**config.mk**
```make
export PLATFORM = sky130hd
export DESIGN_NAME = divider_8by4
export DESIGN_NICKNAME = d
export VERILOG_FILES = /design/src/rtl/divider_8by4_pkg.sv /design/src/rtl/divider_8by4_adder_subtractor5.sv /design/src/rtl/divider_8by4.sv
export SDC_FILE = /design/constraint.sdc
export NUM_CORES = 1
export LEC_CHECK = 0
export BUFFER_PORTS_ARGS = -buffer_cell sky130_fd_sc_hd__buf_2
export CAP_MARGIN = 20
export CORE_MARGIN = 10
export CORE_UTILIZATION = 55
export CTS_CLUSTER_DIAMETER = 200
export CTS_CLUSTER_SIZE = 14
export DETAILED_ROUTE_END_ITERATION = 8
export GPL_ROUTABILITY_DRIVEN = 1
export GPL_TIMING_DRIVEN = 0
export PLACE_DENSITY = 0.78
export SLEW_MARGIN = 10
export SYNTH_ARGS = -nofsm -noshare
export SYNTH_HDL_FRONTEND = slang
export SYNTH_HIERARCHICAL = 1
export SYNTH_SLANG_ARGS = --single-unit
```
**constraint.sdc**
```tcl
create_clock -name CLK -period 3.2 [get_ports CLK]
set_clock_uncertainty 0.2 [all_clocks]
set_input_delay 0.16 -clock CLK [delete_from_list [all_inputs] [get_ports CLK]]
set_output_delay 0.16 -clock CLK [all_outputs]
set_load 0.01 [all_outputs]
```
**src/rtl/divider_8by4_pkg.sv**
```systemverilog
// Shared constants and state type for the 8-by-4 sequential restoring divider.
package divider_pkg;

    localparam int unsigned N_W = 8;
    localparam int unsigned D_W = 4;

    localparam logic [N_W-1:0] Q_DZ = 8'hFF;
    localparam logic [D_W-1:0] R_DZ = 4'hF;

    typedef enum logic [1:0] {
        IDLE = 2'd0,
        RUN  = 2'd1,
        DONE = 2'd2
    } state_t;

endpackage

```
**src/rtl/divider_8by4_adder_subtractor5.sv**
```systemverilog
// 5-bit ripple-carry adder/subtractor: S = A + (B ^ {5{P}}) + P, built from half adders.
module adder_subtractor5 (
    input  logic [4:0] A,
    input  logic [4:0] B,
    input  logic       P,
    output logic [4:0] S,
    output logic       CO
);

    logic [5:0] c;
    logic [4:0] bx;
    logic [4:0] h1_s;
    logic [4:0] h1_c;
    logic [4:0] h2_c;

    always_comb begin
        c    = '0;
        bx   = '0;
        h1_s = '0;
        h1_c = '0;
        h2_c = '0;
        S    = '0;
        c[0] = P;
        // Each full adder is two half adders plus an OR of their carries.
        for (int unsigned i = 0; i < 5; i++) begin
            bx[i]   = B[i] ^ P;
            h1_s[i] = A[i] ^ bx[i];
            h1_c[i] = A[i] & bx[i];
            S[i]    = h1_s[i] ^ c[i];
            h2_c[i] = h1_s[i] & c[i];
            c[i+1]  = h1_c[i] | h2_c[i];
        end
    end

    assign CO = c[5];

endmodule

```
**src/rtl/divider_8by4.sv**
```systemverilog
// Sequential restoring divider: 8-bit dividend / 4-bit divisor, one shift-subtract step per clock.
module divider_8by4 (
    input  logic       CLK,
    input  logic       RST,
    input  logic       START,
    input  logic [7:0] N,
    input  logic [3:0] D,
    output logic [7:0] Q,
    output logic [3:0] R,
    output logic       DZ,
    output logic       BUSY,
    output logic       DONE
);

    import divider_pkg::*;

    // The DONE port hides the package literal of the same name, so states are package-qualified.
    state_t     state_q, state_d;
    logic [2:0] cnt_q;
    logic [7:0] nreg_q;
    logic [3:0] dreg_q;
    logic [3:0] rem_q;

    logic [4:0] trial;
    logic [4:0] diff;
    logic       no_borrow;
    logic [3:0] rem_next;
    logic       accept;

    assign trial = {rem_q, nreg_q[7]};

    adder_subtractor5 u_addsub (
        .A  (trial),
        .B  ({1'b0, dreg_q}),
        .P  (1'b1),
        .S  (diff),
        .CO (no_borrow)
    );

    assign rem_next = no_borrow ? diff[3:0] : trial[3:0];
    assign accept   = (state_q == divider_pkg::IDLE) && START;

    always_comb begin
        state_d = state_q;
        case (state_q)
            divider_pkg::IDLE: if (START) state_d = (D == '0) ? divider_pkg::DONE : divider_pkg::RUN;
            divider_pkg::RUN:  if (cnt_q == 3'd7) state_d = divider_pkg::DONE;
            divider_pkg::DONE: state_d = divider_pkg::IDLE;
            default:           state_d = divider_pkg::IDLE;
        endcase
    end

    always_ff @(posedge CLK) begin
        if (RST) begin
            state_q <= divider_pkg::IDLE;
            cnt_q   <= '0;
            nreg_q  <= '0;
            dreg_q  <= '0;
            rem_q   <= '0;
            Q       <= '0;
            R       <= '0;
            DZ      <= 1'b0;
        end else begin
            state_q <= state_d;
            if (accept) begin
                if (D == '0) begin
                    Q  <= Q_DZ;
                    R  <= R_DZ;
                    DZ <= 1'b1;
                end else begin
                    nreg_q <= N;
                    dreg_q <= D;
                    rem_q  <= '0;
                    cnt_q  <= '0;
                end
            end else if (state_q == divider_pkg::RUN) begin
                nreg_q <= {nreg_q[6:0], no_borrow};
                rem_q  <= rem_next;
                cnt_q  <= cnt_q + 3'd1;
                if (cnt_q == 3'd7) begin
                    Q  <= {nreg_q[6:0], no_borrow};
                    R  <= rem_next;
                    DZ <= 1'b0;
                end
            end
        end
    end

    // rem < D on entry to every step keeps the trial value within 5 bits.
    always_ff @(posedge CLK) begin
        if (!RST && state_q == divider_pkg::RUN) begin
            assert (!(no_borrow && diff[4]));
        end
    end

    assign BUSY = (state_q == divider_pkg::RUN);
    assign DONE = (state_q == divider_pkg::DONE);

endmodule

```
### Word level (Yosys, flattened, before mapping)

Index checks and enable logic that the tools add are counted.

* register bits after elaboration: 34
* bits of input ports: 15
* output and inout port bits: 15
* word-level logic and storage cells: 78

* add/subtract/negate cells: 1
* equal/unequal tests: 7
* multiplexer cells: 26
* bitwise gates (word level): 27
* reductions and logical operators: 9

Operators with widths (count)
* 8-bit 2-to-1 mux: 7
* 4-bit 2-to-1 mux: 8
* 3-bit 2-to-1 mux: 3
* 1-bit bitwise AND: 8
* 1-bit NOT: 7
* 1-bit XOR: 7
* 2-bit 2-to-1 mux: 3
* 2-bit AND reduction: 3
* 1-bit OR: 5
* 4-bit logical NOT: 1
* 1-bit 2-to-1 mux: 4
* 2-bit by 1-bit != test with 1-bit output (second input constant): 2
* 2-bit != test (second input constant): 2
* 2-bit case mux with 2 select lines: 1
* 2-bit nonzero test: 2
* 3-bit by 1-bit adder with 3-bit output (second input constant): 1
* 3-bit equality test (second input constant): 1
* 3-bit AND reduction: 1
* 2-bit by 1-bit equality test with 1-bit output (second input constant): 1
* 2-bit equality test (second input constant): 1
* 2-bit logical NOT: 1
* 1-bit logical AND: 1

### Logic depth before layout (Yosys ltp)

Gate-level depths: netlist of the first run.

* depth in word-level cells: 15
* mapped depth: 11
* mapped depth without buffers: 9

### Cells and area by module

Netlist of the first run, hierarchy kept.

By module, submodules not included
* divider_8by4: instances 1, cells each 166, area an instance 1556.5 µm², seq. area each 680.7 µm²
* adder_subtractor5: instances 1, cells each 18, area an instance 178.9 µm², seq. area each 0.0 µm²

### Least setup slack after synthesis of the first run

OpenSTA, ideal clock, no wires.

* path kind: reg-to-reg
* start: reg dreg_q[1]
* end: reg R[2]
* setup time: 0.132 ns
* arrival: 2.541 ns
* data required time: 2.868 ns
* slack: 0.328 ns
* cell stages (with the launch flop): 11
* buffers on the path: 1
* period minus slack after synthesis: 2.872 ns
* cell sequence: dfxtp_1 > xnor2_1 > fa_1 > fa_1 > fa_1 > inv_1 > fa_1 > clkbuf_1 > mux2_2 > nor2_1 > nor3_1

* word-level cells in the longest chain between the ends: 14
* elaborated cells on any way between the ends: 16
* those cells by class: mux (4); bitwise (12)

Ends and longest elaborated chain
* from (decl): line divider_8by4.sv:21 `logic [3:0] dreg_q;`
* from (signal assigned): line divider_8by4.sv:58 `dreg_q <= '0;`
* from (signal assigned): line divider_8by4.sv:72 `dreg_q <= D;`
* 1-bit NOT (no source line) (*)
* 1-bit XOR: line divider_8by4_adder_subtractor5.sv:27 `h1_s[i] = A[i] ^ bx[i];`
* 1-bit bitwise AND: line divider_8by4_adder_subtractor5.sv:30 `h2_c[i] = h1_s[i] & c[i];`
* 1-bit OR (*): line divider_8by4_adder_subtractor5.sv:31 `c[i+1] = h1_c[i] | h2_c[i];`
* 1-bit bitwise AND (*): line divider_8by4_adder_subtractor5.sv:30
* 1-bit OR (*): line divider_8by4_adder_subtractor5.sv:31
* 1-bit bitwise AND (*): line divider_8by4_adder_subtractor5.sv:30
* 1-bit OR (*): line divider_8by4_adder_subtractor5.sv:31
* 1-bit bitwise AND (*): line divider_8by4_adder_subtractor5.sv:30
* 1-bit OR (*): line divider_8by4_adder_subtractor5.sv:31
* via no_borrow: line divider_8by4.sv:26 `logic no_borrow;`
* 4-bit 2-to-1 mux (*): line divider_8by4.sv:40 `assign rem_next = no_borrow ? diff[3:0] : trial[3:0];`
* 4-bit 2-to-1 mux (*): line divider_8by4.sv:80 `if (cnt_q == 3'd7) begin`
* 4-bit 2-to-1 mux (*): line divider_8by4.sv:76 `end else if (state_q == divider_pkg::RUN) begin`
* 4-bit 2-to-1 mux (*): line divider_8by4.sv:65 `if (accept) begin`
* to (signal assigned): line divider_8by4.sv:82 `R <= rem_next;`
* to (decl): line divider_8by4.sv:9 `output logic [3:0] R,`

Mark *: on every way through the listed nets, which the timed path passes. The rest lies on a longest branch. The select of a mux whose other input is x is not followed.
A chain may end at the register's enable or synchronous reset.

### Worst setup path after layout of the first run

* start: reg dreg_q[0]
* end: reg R[3]

* word-level cells in the longest chain between the ends: 15
* elaborated cells on any way between the ends: 17
* those cells by class: mux (4); bitwise (13)

Ends and longest elaborated chain (line)
* 1-bit NOT (no source line) (*)
* 1-bit bitwise AND / 1-bit XOR (equally long branches): divider_8by4_adder_subtractor5.sv:28, divider_8by4_adder_subtractor5.sv:27
* 1-bit OR (*): divider_8by4_adder_subtractor5.sv:31
* 1-bit bitwise AND (*): divider_8by4_adder_subtractor5.sv:30
* 1-bit OR (*): divider_8by4_adder_subtractor5.sv:31
* 1-bit bitwise AND (*): divider_8by4_adder_subtractor5.sv:30
* 1-bit OR (*): divider_8by4_adder_subtractor5.sv:31
* 1-bit bitwise AND (*): divider_8by4_adder_subtractor5.sv:30
* 1-bit OR (*): divider_8by4_adder_subtractor5.sv:31
* 1-bit bitwise AND (*): divider_8by4_adder_subtractor5.sv:30
* 1-bit OR (*): divider_8by4_adder_subtractor5.sv:31
* via no_borrow: divider_8by4.sv:26
* 4-bit 2-to-1 mux (*): divider_8by4.sv:40
* 4-bit 2-to-1 mux (*): divider_8by4.sv:80
* 4-bit 2-to-1 mux (*): divider_8by4.sv:76
* 4-bit 2-to-1 mux (*): divider_8by4.sv:65

Marked as above.

==> results of run 1 <==
## per-stage QoR
| stage | total power, mW | instances | util, % | hold slack (ps) |
|---|---|---|---|---|
| 5_1_grt | 0.998 | 271 | 69.0 | 20.2 |
| 2_1_floorplan | 0.587 | 184 | - | 96.0 |
| 6_report | 0.943 | 271 | 69.0 | 13.6 |
| 3_3_place_gp | 0.625 | 256 | 63.8 | 242 |
| 4_1_cts | 0.948 | 271 | 68.8 | 2.89 |
| 3_5_place_dp | 0.634 | 256 | 63.8 | 253 |
## worst max path at each step
stage / cells after the start / to
after floorplan: 10 / R[2]$_SDFFE_PP0P_
after global placement: 10 / R[3]$_SDFFE_PP0P_
after detailed placement: 10 / rem_q[0]$_SDFFE_PP0P_
after CTS: 9 / rem_q[0]$_SDFFE_PP0P_
after global routing: 9 / R[3]$_SDFFE_PP0P_
final: 9 / R[3]$_SDFFE_PP0P_
## timing repair
action | 4_1_cts | 5_1_grt
hold endpoints to repair | 8 | 0
setup endpoints to repair | 6 | 8
pin swaps | 0 | 0
hold buffers | 8 | 0
gates resized for setup | 0 | 2
## state kept, by name (all words and copies together), names as in the netlist
| name | flops |
|---|---|
| dreg_q | 4 |
| nreg_q | 8 |
| cnt_q | 3 |
| R | 4 |
| state_q | 2 |
| Q | 8 |
| DZ | 1 |
| rem_q | 4 |
## worst max-delay path, cell delays in order (launching register included)
cell and delay [ps]:
dfxtp_1 370, mux2i_1 170, fa_1 400, fa_1 400, fa_1 410, inv_1 90, fa_2 320, mux2_2 380
nor2_1 110, nor3_1 60
## placed cells by master (no fill, tap or decap), drive strengths merged, types with 3 or more instances in the layout
cell type	instances
nor3	14
mux2i	11
dfxtp	34
xnor2	3
fa	4
o211ai	4
buf	39
nor2	19
a211oi	10
a221oi	8
nand2b	3
a21oi	13
dlygate4sd3	8
inv	8
o21ai	6
clkbuf	9
nand2	9
## where the power goes
part	internal (mW)	switching, mW
logic	0.0748	0.0946
registers	0.446	0.0205
clock network	0.162	0.145
## metal layers
layer	track usage [%]	share of wire (%)	vias to the layer above
met2	25.3	49	54
li1	-	-	743
met5	0	0	-
met1	18.7	43	774
met4	4.46	1.6	0
met3	5.19	6.7	9
## layout make-up
cell class | instances | share of cell area [%]
Clock buffer | 5 | 1.80
Inverter | 8 | 1.44
Timing Repair Buffer | 36 | 10.5
Multi-Input combinational cell | 126 | 44.6
Buffer | 15 | 4.37
Sequential cell | 34 | 32.7
Tap cell | 44 | 2.64
Clock inverter | 3 | 1.92
## cell families (layout without fill, tap and decap cells)
family / Yosys count / count (layout) / synth area share [%]
and+or+nand+nor: 54 / 54 / 16.7
AOI/OAI and AO/OA: 46 / 46 / 19.8
DFF: 34 / 34 / 39.2
buffers and inverters: 24 / 67 / 7.21
muxes: 13 / 13 / 7.64
adders and majority gates: 6 / 6 / 6.06
xor gates and xnor gates: 5 / 5 / 2.96
other: 2 / 2 / 0.433
==> results.yml, run 1 <==
critical_path:
  worst-setup-path-type: "reg -> reg"
  worstPathArrival_ps: 3040
  critPathMaxFanout: 6
  required_ps: 3210
  cp-start-kind: "flip-flop"
  end_kind: "flip-flop"
  r2r_slack_ps: 180
  r2r-end: "R[3]$_SDFFE_PP0P_"
  rr_startpoint: "dreg_q[0]$_SDFFE_PP0P_"
  rr_worst_depth: 9
  crit_path_start: "dreg_q[0]$_SDFFE_PP0P_"
placement:
  dp_slack_ps: -30.0
  placed_area_um2: 1930
  place.gp.congestion: 0.850
  io_buffers: 28
  dp_hpwl_um: 3150
clock_tree:
  clk_path_buf_depth: 2
  clock_latency_ps: 340
  htree_levels: 2
  cts.reportedPaths.clkPinSlew_ps: 110
  cts_sinks: 34
  postCtsSetupBuffers: 0
  cts_buffers: 5
  cts_tree: "built"
  cts-root-buf: "clkbuf_4"
finish:
  seqCellArea_um2: 682
  multi_input_area_um2: 932
  nets: 247
  layout-drive-gt1-share_pct: 27.3
  fill_cells: 247
  areaGrowthSynthToFinish_pct: 20.3
  final_area_um2: 2090
  antennaDiodeCount: 0
drt:
  drt_iter0_markers: 138
  wl_per_cell_um: 16.1
  vias: 1580
  remaining_drc_errors: 0
  wirelength_um: 4350
  first_pass_iters: 4
  drt-vias-per-instance: 5.83
  antenna_left: 0
global_route:
  grt_pass1_vias: 1556
  grt_usage_pct: 15.4
  grt_pass1_wl_um: 7520
  antenna_found_initial: 0
  grt_max_degree: 12
  gr-total-overflow: 0
floorplan:
  ios: 30
  fp.dieH_um: 76.2
  rows: 20
  die_x_um: 76.2
  core_um2: 3030
  initial_utilization_pct: 57.3
  die_area_um2: 5800
synth:
  ys.flop_type: "dfxtp_1"
  synth_top_cells_by_count: "34 x dfxtp_1, 19 x nor2_1, 14 x nor3_1"
  ys_types: 38
  synth_area_per_cell_um2: 9.43
  syn_nets: 205
  synth-edff-count: 0
  yosysMostFrequentCell: "dfxtp_1"
  synth-seq-cells: 34
  synth_async_sr_flop_share_pct: 0
  ys_warn_count: 6
  post-synth-top-area-cell: "dfxtp_1"
  ys_seq_area_share_pct: 39.2
  netlist_area_um2: 1740
  yosys-top-cells-area: "dfxtp_1 39%, mux2i_1 6.3%, fa_1 4.6%"
  netlist_instances: 184
  synthDominantCellAreaShare_pct: 39.2
sta:
  tightest_slew_ps: 575
  drv_slew: 0
  period_share_pct: 94.4
  rsz0062_at_grt: "false"
  setup_viol: 0
  slew_headroom_pct: 61.7
  fmax_ghz: 0.331
  setup_slack_ps: 178
  min_period_ps: 3020
  finalSetupTns_ps: 0
  finalHoldViolations: 0
min_path:
  hp-class: "in -> reg"
  whs_path_depth: 3
  min_to: "nreg_q[5]$_SDFFE_PP0P_"
  hold_start: "N[5]"
pwr:
  leakage_nw: 0.876
  ir_drop_v: 0.000287
  power_density_nw_per_um2: 452
flow_run:
  maxCapViolCount: 0
outcome:
  status: "finished clean"
Note: power is estimated with default switching activity, not from simulation.
==> run 2: changes to the inputs <==
--- a/config.mk
+++ b/config.mk
@@ -14,9 +14,8 @@
 export DETAILED_ROUTE_END_ITERATION = 8
 export GPL_ROUTABILITY_DRIVEN = 1
 export GPL_TIMING_DRIVEN = 0
-export PLACE_DENSITY = 0.78
+export PLACE_DENSITY = 0.79
 export SLEW_MARGIN = 10
 export SYNTH_ARGS = -nofsm -noshare
 export SYNTH_HDL_FRONTEND = slang
-export SYNTH_HIERARCHICAL = 1
 export SYNTH_SLANG_ARGS = --single-unit
==> results.yml, run 2 <==
pwr:
  leakage_nw: 0.822
  power_density_nw_per_um2: 449
  ir_drop_v: 0.000287
  totalPowerFinal_mw: 0.922
finish:
  layout-drive-gt1-share_pct: 29.5
  areaGrowthSynthToFinish_pct: 19.5
  top_regs: "Q: 8 flops, nreg_q: 8 flops"
  utilization_pct: 67.9
  layout_commonest_cell: "dfxtp_1"
  antennaDiodeCount: 0
  layout_common_cells: "34 x dfxtp_1, 32 x buf_2, 27 x nor2_1"
  fill_cells: 265
  final_area_um2: 2050
  nets: 244
critical_path:
  end_kind: "flip-flop"
  r2r_slack_ps: 260
  rr_worst_depth: 10
  required_ps: 3240
  worstPathArrival_ps: 2980
  crit_path_start: "nreg_q[7]$_SDFFE_PP0P_"
  critPathMaxFanout: 8
  cp-start-kind: "flip-flop"
  crit_path_end: "R[2]$_SDFFE_PP0P_"
  r2r-end: "R[2]$_SDFFE_PP0P_"
  worst-setup-path-type: "reg -> reg"
  rr_startpoint: "nreg_q[7]$_SDFFE_PP0P_"
floorplan:
  die_x_um: 75.9
  die_area_um2: 5760
  core_um2: 3030
  fp.dieH_um: 75.9
  initial_utilization_pct: 56.8
  rows: 20
  ios: 30
clock_tree:
  cts_tree: "built"
  clock_latency_ps: 340
  cts.reportedPaths.clkPinSlew_ps: 100
  cts_buffers: 5
  clk_path_buf_depth: 2
  htree_levels: 2
  cts_sinks: 34
  cts-root-buf: "clkbuf_4"
  cts_resized: 0
synth:
  yosys-top-cells-area: "dfxtp_1 40%, a221oi_2 6.1%, nor2_1 5.9%"
  synth_top_cells_by_count: "34 x dfxtp_1, 27 x nor2_1, 14 x a21oi_1"
  synthXorXnorAreaFrac_pct: 0
  ys_warn_count: 0
  synth-edff-count: 0
  post-synth-top-area-cell: "dfxtp_1"
  synth-seq-cells: 34
  synth_area_per_cell_um2: 9.55
  synthDominantCellAreaShare_pct: 39.6
  netlist_instances: 180
  synth_compound_area_share_pct: 27.6
  yosysMostFrequentCell: "dfxtp_1"
  ys_types: 35
  syn_nets: 201
  ys_seq_area_share_pct: 39.6
  ys.flop_type: "dfxtp_1"
  synth_top_family_by_area: "compound AO/OA/AOI/OAI gates"
  synthMuxAreaShare_pct: 4.08
  synth_fa_ha_area_share_pct: 5.68
  yosys.area_share.simple_pct: 16.0
  netlist_area_um2: 1720
  synth_async_sr_flop_share_pct: 0
drt:
  first_pass_iters: 4
  drt-vias-per-instance: 5.56
  wirelength_um: 4100
  remaining_drc_errors: 0
  antenna_left: 0
  drt_iter0_markers: 195
  wl_per_cell_um: 15.3
  vias: 1491
sta:
  period_share_pct: 91.8
  hold_slack_ps: 10.3
  finalSetupTns_ps: 0
  fmax_ghz: 0.341
  setup_viol: 0
  min_period_ps: 2940
  finalHoldViolations: 0
  tightest_slew_ps: 708
  slew_headroom_pct: 52.8
  drv_slew: 0
  rsz0062_at_grt: "false"
global_route:
  gr-total-overflow: 0
  grt_pass1_vias: 1451
  grt_max_degree: 11
  grt_pass1_wl_um: 6910
  antenna_found_initial: 0
  grt_usage_pct: 14.4
placement:
  dp_hpwl_um: 3040
  placed_area_um2: 1910
  io_buffers: 28
  place.gp.congestion: 0.854
outcome:
  status: "finished clean"
min_path:
  hp-class: "in -> reg"
flow_run:
  maxCapViolCount: 0
==> run 2: repair_timing <==
item / 4_1_cts / 5_1_grt
hold endpoints to repair: 8 / 0
buffers inserted: 0 / 0
hold buffers: 8 / 0
endpoints found under the setup margin: 0 / 0
==> run 2: cell families after synthesis <==
logic type,Yosys count
DFF,34
AOI/OAI and AO/OA,58
muxes,7
and+or+nand+nor,53
adders and majority gates,6
buffers and inverters,22
==> run 2: per-stage QoR <==
| step | setup WS, ps | std cells |
|---|---|---|
| after floorplan | 655 | 180 |
| after global placement | 401 | 252 |
| after detailed placement | 310 | 252 |
| after CTS | 275 | 268 |
| after global routing | 53.7 | 268 |
| final | 264 | 268 |
==> run 2: critical path, cell delays in order, from the launching register on <==
cell and delay (ps):
dfxtp_1 390, inv_1 60, ha_1 210, fa_1 410, fa_1 380, inv_1 80
fa_1 280, or2_1 130, clkbuf_1 280, o21ai_1 120, a221oi_1 320
==> run 2: cell type report <==
type | instances | area [um2] | area share [%]
repair buffers | 36 | 220 | 10.7
well taps | 44 | 55.1 | 2.68
plain buffers | 15 | 95.1 | 4.63
flip-flops and latches | 34 | 681 | 33.1
inverters | 7 | 26.3 | 1.28
clock inverters | 1 | 5.00 | 0.244
multi-input cells | 124 | 917 | 44.6
clock buffers | 7 | 55.1 | 2.68
==> run 2: worst min-delay path by stage <==
stage / startpoint / to / slack, ps / cells past startpoint
floorplan: D[0] / dreg_q[0]$_SDFFE_PP0P_ / 100 / 2
finish: N[1] / nreg_q[1]$_SDFFE_PP0P_ / 10 / 3
global route: N[7] / nreg_q[7]$_SDFFE_PP0P_ / 20 / 3
detailed placement: D[3] / dreg_q[3]$_SDFFE_PP0P_ / 240 / 3
CTS: N[1] / nreg_q[1]$_SDFFE_PP0P_ / 2 / 3
global placement: D[3] / dreg_q[3]$_SDFFE_PP0P_ / 230 / 3
==> run 2: layer usage <==
layer / global-route usage [%] / wire (um)
met5: 0 / 0
met4: 6.82 / 53
met3: 4.95 / 329
met2: 22.5 / 1970
met1: 17.2 / 1750
==> run 2: where the power goes <==
group | switching [mW] | leakage (nW) | total [mW] | internal [mW]
logic | 0.114 | 0.510 | 0.201 | 0.0873
registers | 0.0229 | 0.278 | 0.473 | 0.450
clock network | 0.141 | 0.0353 | 0.248 | 0.106
==> run 3: changes to the inputs <==
--- a/config.mk
+++ b/config.mk
@@ -7,14 +7,16 @@
 export LEC_CHECK = 0
 export BUFFER_PORTS_ARGS = -buffer_cell sky130_fd_sc_hd__buf_2
 export CAP_MARGIN = 20
+export CELL_PAD_IN_SITES_DETAIL_PLACEMENT = 0
+export CELL_PAD_IN_SITES_GLOBAL_PLACEMENT = 1
 export CORE_MARGIN = 10
-export CORE_UTILIZATION = 55
+export CORE_UTILIZATION = 42
 export CTS_CLUSTER_DIAMETER = 200
 export CTS_CLUSTER_SIZE = 14
 export DETAILED_ROUTE_END_ITERATION = 8
 export GPL_ROUTABILITY_DRIVEN = 1
 export GPL_TIMING_DRIVEN = 0
-export PLACE_DENSITY = 0.79
+export PLACE_DENSITY_LB_ADDON = 0.1
 export SLEW_MARGIN = 10
 export SYNTH_ARGS = -nofsm -noshare
 export SYNTH_HDL_FRONTEND = slang
==> results.yml, run 3 (same netlist as run 2, synthesis figures left out) <==
outcome:
  status: "finished clean"
floorplan:
  die_area_um2: 7050
  fp.dieH_um: 84.0
  die_x_um: 84.0
  ios: 30
  rows: 23
  core_um2: 3970
  initial_utilization_pct: 43.3
finish:
  top_regs: "Q: 8 flops, nreg_q: 8 flops"
  layout_common_cells: "34 x dfxtp_1, 32 x buf_2, 27 x nor2_1"
  final_area_um2: 2070
  nets: 242
  areaGrowthSynthToFinish_pct: 20.6
  fill_cells: 387
  layout_commonest_cell: "dfxtp_1"
  antennaDiodeCount: 0
  layout-drive-gt1-share_pct: 29.7
clock_tree:
  htree_levels: 2
  clk_path_buf_depth: 2
  cts-root-buf: "clkbuf_8"
  cts_tree: "built"
  cts.reportedPaths.clkPinSlew_ps: 70
  cts_sinks: 34
  cts_buffers: 5
  clock_latency_ps: 290
critical_path:
  cp-start-kind: "flip-flop"
  end_kind: "flip-flop"
  crit_family: "adder cells"
  cp_cell_sequence: "inv_1 > ha_1 > fa_1 > fa_1 > inv_1 > fa_1 > or2_1 > clkbuf_1 > o21ai_1 > a221oi_1"
  required_ps: 3190
  worst-setup-path-type: "reg -> reg"
  cpMostUsedCell: "fa_1"
  worstPathArrival_ps: 2890
  crit_slowest_cell: "dfxtp_1"
  critPathMaxFanout: 8
  crit_path_max_incr_delay_ps: 380
  crit_buf_inv: 3
sta:
  drv_slew: 0
  period_share_pct: 90.6
  tightest_slew_ps: 735
  finalHoldViolations: 0
  min_period_ps: 2900
  slew_headroom_pct: 51.0
  setup_viol: 0
  fmax_ghz: 0.345
  rsz0062_at_grt: "false"
  finalSetupTns_ps: 0
global_route:
  grt_max_degree: 11
  grt_pass1_vias: 1482
  grt_pass1_wl_um: 7330
  grt_usage_pct: 12.8
  gr-total-overflow: 0
  antenna_found_initial: 0
drt:
  wl_per_cell_um: 16.4
  remaining_drc_errors: 0
  first_pass_iters: 4
  drt_iter0_markers: 98
  drt-vias-per-instance: 5.25
  vias: 1428
  wirelength_um: 4470
  antenna_left: 0
pwr:
  power_density_nw_per_um2: 484
  ir_drop_v: 0.000262
  leakage_nw: 0.827
min_path:
  hp-class: "in -> reg"
placement:
  placed_area_um2: 1920
  place.gp.congestion: 0.844
  dp_hpwl_um: 3300
  io_buffers: 28
flow_run:
  maxCapViolCount: 0
## run 3: worst reg2reg max path: cells and delay by family, from the launching register on
| kind | cells | cell delay, ps |
|---|---|---|
| buf+inv | 3 | 440 |
| simple gates | 1 | 130 |
| compound gates | 2 | 430 |
| flops | 1 | 380 |
| fa+ha+maj | 4 | 1210 |
## run 3: power by group
group          internal, mW  leakage, nW  switching, mW
clock                 0.173       0.0482          0.156
sequential            0.450        0.278         0.0238
combinational        0.0855        0.501          0.114
total                 0.709        0.827          0.294
## run 3: per-layer routing
| metal | part of all wire, % | track usage [%] | vias up |
|---|---|---|---|
| met5 | 0 | 0 | - |
| met4 | 1.3 | 4.87 | 0 |
| met3 | 5.3 | 4.79 | 5 |
| met2 | 46 | 20.1 | 26 |
| met1 | 47 | 15.4 | 673 |
| li1 | - | - | 724 |
## run 3: through the flow
step / util [%] / instances / hold slack (ps) / total power [mW] / setup WS [ps]
floorplan: - / 180 / 96.0 / 0.622 / 655
global placement: 48.4 / 258 / 237 / 0.670 / 416
detailed placement: 48.4 / 258 / 241 / 0.677 / 289
CTS: 52.2 / 272 / 6.11 / 1.01 / 268
global route: 52.2 / 272 / 45.4 / 1.05 / 103
finish: 52.2 / 272 / 5.25 / 1.00 / 300
## run 3: layout make-up
class	instances	area [um2]	area share (%)
clock buffer	7	86.3	4.16
clock inverter	1	5.00	0.241
multi-input combinational	124	917	44.2
buffer	15	95.1	4.59
sequential	34	681	32.8
inverter	7	26.3	1.27
tap	50	62.6	3.02
timing repair buffer	34	200	9.66
## run 3: worst paths after layout
check / slack (ps) / endpoint / from / depth (start not counted)
worst min-delay path: 5 / state_q[1]$_SDFFE_PP0P_ / START / 3
worst max register to register: 300 / R[2]$_SDFFE_PP0P_ / nreg_q[7]$_SDFFE_PP0P_ / 10
worst max-delay path: 300 / R[2]$_SDFFE_PP0P_ / nreg_q[7]$_SDFFE_PP0P_ / 10
worst min register to register: 260 / DZ$_SDFFE_PP0P_ / DZ$_SDFFE_PP0P_ / 2
## run 3: repair_timing
item / CTS / global route
buffers inserted: 0 / 0
resized for setup: 0 / 0
hold endpoints to repair: 6 / 0
hold buffers: 6 / 0
endpoints found under the setup margin: 0 / 0
